<file path="config.mk">
export PLATFORM = sky130hd
export DESIGN_NAME = sevenseg_scan_decoder
export DESIGN_NICKNAME = d
export VERILOG_FILES = /design/src/rtl/sevenseg_scan_decoder.sv
export SDC_FILE = /design/constraint.sdc
export NUM_CORES = 1
export LEC_CHECK = 0
export ABC_CLOCK_PERIOD_IN_PS = 5930
export CAP_MARGIN = 20
export CORE_MARGIN = 8
export CORE_UTILIZATION = 55
export CTS_CLUSTER_DIAMETER = 150
export DETAILED_ROUTE_END_ITERATION = 8
export GPL_ROUTABILITY_DRIVEN = 0
export HOLD_SLACK_MARGIN = 0.15
export PLACE_DENSITY = 0.79
export SYNTH_ARGS = -nofsm -noshare
export SYNTH_HDL_FRONTEND = slang
export SYNTH_SLANG_ARGS = --single-unit
</file>
<file path="constraint.sdc">
create_clock -name clk -period 5.93 [get_ports clk]
set_clock_uncertainty 0.05 [all_clocks]
set_input_delay 1.186 -clock clk [delete_from_list [all_inputs] [get_ports clk]]
set_output_delay 1.186 -clock clk [all_outputs]
set_load 0.01 [all_outputs]
</file>
<file path="src/rtl/sevenseg_scan_decoder.sv">
// Observer for a multiplexed active-low seven-segment bus: synchronises the
// bus, waits for a stable window, and decodes the addressed digit's glyph.
module sevenseg_scan_decoder #(
    parameter int NUM_DIGITS    = 4,
    parameter int STABLE_CYCLES = 4
) (
    input  logic                    clk,
    input  logic                    resetN,
    input  logic [6:0]              segment,
    input  logic [NUM_DIGITS-1:0]   anode,
    output logic [4*NUM_DIGITS-1:0] hexValues,
    output logic [NUM_DIGITS-1:0]   digitValid,
    output logic                    updateStrobe,
    output logic                    patternError,
    output logic                    anodeError
);

    localparam int SW = NUM_DIGITS + 7;

    localparam logic [0:0] SETTLE = 1'b0;
    localparam logic [0:0] HELD   = 1'b1;

    logic [SW-1:0]         sync1, sync2, prev;
    logic [7:0]            cnt;
    logic [0:0]            state;
    logic                  same;
    logic                  capture;
    logic [NUM_DIGITS-1:0] s_anode;
    logic [6:0]            pattern;
    logic [3:0]            n_low;
    logic [4:0]            dec;

    // Active-high {A..G} pattern to {hit, nibble}
    function automatic logic [4:0] glyph_decode(input logic [6:0] p);
        case (p)
            7'h7E: glyph_decode = 5'h10;
            7'h30: glyph_decode = 5'h11;
            7'h6D: glyph_decode = 5'h12;
            7'h79: glyph_decode = 5'h13;
            7'h33: glyph_decode = 5'h14;
            7'h5B: glyph_decode = 5'h15;
            7'h5F: glyph_decode = 5'h16;
            7'h70: glyph_decode = 5'h17;
            7'h7F: glyph_decode = 5'h18;
            7'h73: glyph_decode = 5'h19;
            7'h77: glyph_decode = 5'h1A;
            7'h1F: glyph_decode = 5'h1B;
            7'h0D: glyph_decode = 5'h1C;
            7'h3D: glyph_decode = 5'h1D;
            7'h4F: glyph_decode = 5'h1E;
            7'h47: glyph_decode = 5'h1F;
            default: glyph_decode = 5'h00;
        endcase
    endfunction

    assign same    = (sync2 == prev);
    assign capture = (state == SETTLE) && same && (cnt == 8'(STABLE_CYCLES - 1));
    assign s_anode = sync2[SW-1:7];
    assign pattern = ~sync2[6:0];
    assign dec     = glyph_decode(pattern);

    always_comb begin
        n_low = '0;
        for (int unsigned i = 0; i < NUM_DIGITS; i++) begin
            if (!s_anode[i]) n_low = n_low + 4'd1;
        end
    end

    always_ff @(posedge clk or negedge resetN) begin
        if (!resetN) begin
            sync1 <= '1;
            sync2 <= '1;
            prev  <= '1;
            cnt   <= '0;
            state <= SETTLE;
        end else begin
            sync1 <= {anode, segment};
            sync2 <= sync1;
            prev  <= sync2;
            if (!same) begin
                cnt   <= '0;
                state <= SETTLE;
            end else begin
                if (cnt != 8'(STABLE_CYCLES)) cnt <= cnt + 8'd1;
                if (capture) state <= HELD;
            end
        end
    end

    always_ff @(posedge clk or negedge resetN) begin
        if (!resetN) begin
            hexValues    <= '0;
            digitValid   <= '0;
            updateStrobe <= 1'b0;
            patternError <= 1'b0;
            anodeError   <= 1'b0;
        end else begin
            updateStrobe <= capture && (n_low == 4'd1) && dec[4];
            patternError <= capture && (n_low == 4'd1) && !dec[4] && (pattern != 7'h00);
            anodeError   <= capture && (n_low > 4'd1);
            // Only the single addressed slot is touched; others are left alone
            for (int unsigned i = 0; i < NUM_DIGITS; i++) begin
                if (capture && (n_low == 4'd1) && !s_anode[i]) begin
                    if (dec[4]) begin
                        hexValues[4*i +: 4] <= dec[3:0];
                        digitValid[i]       <= 1'b1;
                    end else begin
                        digitValid[i]       <= 1'b0;
                    end
                end
            end
        end
    end

endmodule

</file>
==> run_results.csv <==
group,metric,value,unit
outcome,status,"completed",
die,start_util,56.8,%
setup_path,crit_type,"flop to flop",
logic_synthesis,async_flop_share,100,%
sta,finalCritPeriodShare,53.5,%
setup_path,worst_setup_path_start_kind,"flop",
drt,dr.pass1.iters,4,
power_and_ir_drop,leakagePower,1.53,nW
logic_synthesis,syn_nets,292,
die,dieArea,8310,sq um
logic_synthesis,synthFlopType,"dfstp_2",
setup_path,crit_arrival,3350,ps
logic_synthesis,synth_top_area_share,27.9,%
drt,ant_nets,0,
die,die_y,91.2,microns
logic_synthesis,synth_edf_count,0,
power_and_ir_drop,peakVddDrop,192,uV
grt,grt_pass1_vias,2160,
logic_synthesis,synth_area_leaders,"dfstp_2, dfrtp_1, xnor2_1",
clock_network,hold_buffers,0,
drt,wl_per_cell,15.9,microns
layout,final_net_count,324,
setup_path,crit_fanout,6,
die,ioPinCount,36,
clock_network,post_cts_buffers,0,
clock_network,cts.repair.resized,0,
die,die_width,91.2,microns
drt,drt-initial-drc-count,127,
placement,io_buffers,35,
sta,drv_slew,0,
sta,clock.fmax,0.315,GHz
layout,final_area,3690,sq um
logic_synthesis,yosys_warnings,0,
logic_synthesis,synthDistinctLibCells,59,
setup_path,crit_path_top_delay_cell,"dfstp_2",
die,core_area,5470,sq um
grt,grt_max_degree,66,
setup_path,cp.required,6100,ps
logic_synthesis,syn_avg_cell_area,11.4,sq um
grt,overflow,0,
placement,hpwl,4270,microns
drt,drc,0,
hold_path,hold_class,"flop to flop",
grt,grt_pass1_wl,10400,microns
clock_network,htreeDepth,3,
grt,antenna_found_initial,0,
die,rows,27,
layout,drive_above_1_share,21.4,%
clock_network,cts.clk_slew.worst_paths,60,ps
logic_synthesis,synthCells,272,
setup_path,crit_top_cell,"ha_1",
placement,post-place-ws,2840,ps
clock_network,numCtsBuffers,9,
power_and_ir_drop,p_per_area,253,nW/um^2
logic_synthesis,synth_top_area_cell,"dfstp_2",
sta,finalSetupTns,0,ps
clock_network,cts.path.max_buffers,2,
sta,max_slew.worst_pin.slew,1010,ps
sta,grt_setup_unrepaired,"no",
clock_network,cts_sinks,65,
setup_path,crit_chain,"inv_1 > ha_1 > xnor2_1 > ha_1 > xor2_1 > o211ai_1 > nand4_1 > a311oi_4 > mux2_1",
layout,area_growth_syn_to_layout,18.8,%
placement,placed_cell_area,3480,sq um
logic_synthesis,syn-cell-area,3110,sq um
sta,setup_viol,0,
sta,period_minus_slack,3170,ps
sta,slew_headroom,32.4,%
layout,n_antenna_cell,0,
clock_network,clk_latency,350,ps
drt,vias,2125,
drt,wl,6050,microns
logic_synthesis,seq_area_frac_synth,53.6,%
layout,n_fill_cell,432,
clock_network,clock-root-buffer,"clkbuf_8",
setup_path,cpPeakStageDelay,590,ps
grt,grtUsageTotal,15.6,%
sta,fin_ws,2760,ps
clock_network,cts_tree,"done",
run,cap_viol_max_count,0,
setup_path,cp-end-kind,"flop",
sta,hold_viol,0,
drt,avgViaCountPerCell,5.59,
logic_synthesis,ys_ff_latch,65,
layout,final_util,67.5,%
## per-layer routing
metal / vias to the layer above / global-route usage [%] / wire, microns
li1: 1024 / - / -
met1: 1022 / 18.9 / 2790
met2: 66 / 23.9 / 2800
met3: 13 / 6.26 / 341
met4: 0 / 7.37 / 119
met5: - / 0 / 0
## cells in the mapped netlist (5+ instances only)
master / n
nand2b_1: 6
o21ai_0: 9
xnor2_1: 17
nand4_1: 9
inv_1: 16
dfrtp_1: 32
nor3_1: 5
nand3_1: 9
dfstp_2: 33
nand2_1: 12
clkbuf_1: 10
nor2_1: 18
ha_1: 7
mux2_2: 5
xor2_1: 5
## through the flow
| step | cells | hold slack [ps] | total power [W] |
|---|---|---|---|
| floorplan | 272 | 295 | 0.000525 |
| global placement | 365 | 295 | 0.000548 |
| detailed placement | 365 | 297 | 0.000551 |
| CTS | 380 | 306 | 0.000945 |
| global route | 380 | 305 | 0.000971 |
| finish | 380 | 305 | 0.000934 |
## path summary, 6_finish.rpt
check | from | endpoint | slack, ps | cells past startpoint
max | sync2[7]$_DFF_PN1_ | hexValues[12]$_DFFE_PN0P_ | 2760 | 9
min | sync1[2]$_DFF_PN1_ | sync2[2]$_DFF_PN1_ | 300 | 0
max reg2reg | sync2[7]$_DFF_PN1_ | hexValues[12]$_DFFE_PN0P_ | 2760 | 9
min reg2reg | sync1[2]$_DFF_PN1_ | sync2[2]$_DFF_PN1_ | 300 | 0
max in group asynchronous | resetN | cnt[4]$_DFFE_PN0P_ | 4400 | 2
min in group asynchronous | resetN | patternError$_DFF_PN0_ | 930 | 2
## power by group
part            total, W  switching (W)  internal (W)
registers       0.000481      0.0000169      0.000465
logic          0.0000619      0.0000341     0.0000278
clock network   0.000391       0.000163      0.000228
## critical path: cells and delay by family (launching register included)
kind / cells / cell delay [ps]
AO/OA/AOI/OAI: 2 / 750
XOR/XNOR: 2 / 300
adder cells (fa/ha/maj): 2 / 610
buffers and inverters: 1 / 120
flip-flops: 1 / 590
multiplexers: 1 / 370
AND/OR/NAND/NOR: 1 / 250
## cell families after synthesis
group / Yosys count / synth area share [%]
compound gates: 43 / 12.2
flops: 65 / 53.6
fa+ha+maj: 7 / 2.82
simple gates: 93 / 17.1
buf+inv: 31 / 4.19
xor+xnor: 22 / 6.20
mux: 11 / 3.90
## final cells by class
type                            count  area (sq um)  share of cell area (%)
Sequential cell                    65          1670                    45.2
Multi-Input combinational cell    176          1310                    35.5
Timing Repair Buffer               36           353                    9.56
Clock buffer                       11           163                    4.41
Tap cell                           72          90.1                    2.44
Inverter                           16          60.1                    1.63
Clock inverter                      4          47.5                    1.29
## state kept, by name (all words and copies together), names as in the netlist
signal	flops
hexValues	16
prev	11
sync1	11
sync2	11
cnt	8
digitValid	4
anodeError	1
patternError	1
state	1
updateStrobe	1
## cells in the final DEF, fill, tap and decap left out, types with 2 or more instances in the layout
master           netlist  layout
clkdlybuf4s50_1        0      34
dfstp_2               33      33
dfrtp_1               32      32
nor2_1                18      18
xnor2_1               17      17
inv_1                 16      16
nand2_1               12      12
clkbuf_8               0      10
o21ai_0                9       9
nand4_1                9       9
nand3_1                9       9
ha_1                   7       7
nand2b_1               6       6
xor2_1                 5       5
nor3_1                 5       5
mux2_2                 5       5
or3_1                  4       4
and3_1                 4       4
a21o_1                 4       4
nor4_1                 4       4
a311oi_4               4       4
mux2_1                 4       4
or2_2                  3       3
nor2b_1                3       3
a21oi_1                3       3
o2111ai_1              3       3
nor4_2                 2       2
nor4b_1                2       2
and2_1                 2       2
a22oi_1                2       2
a311oi_1               2       2
nand4b_1               2       2
mux2i_1                2       2
o21ai_1                2       2
inv_4                  0       2
Note: power is estimated with default switching activity, not from simulation.
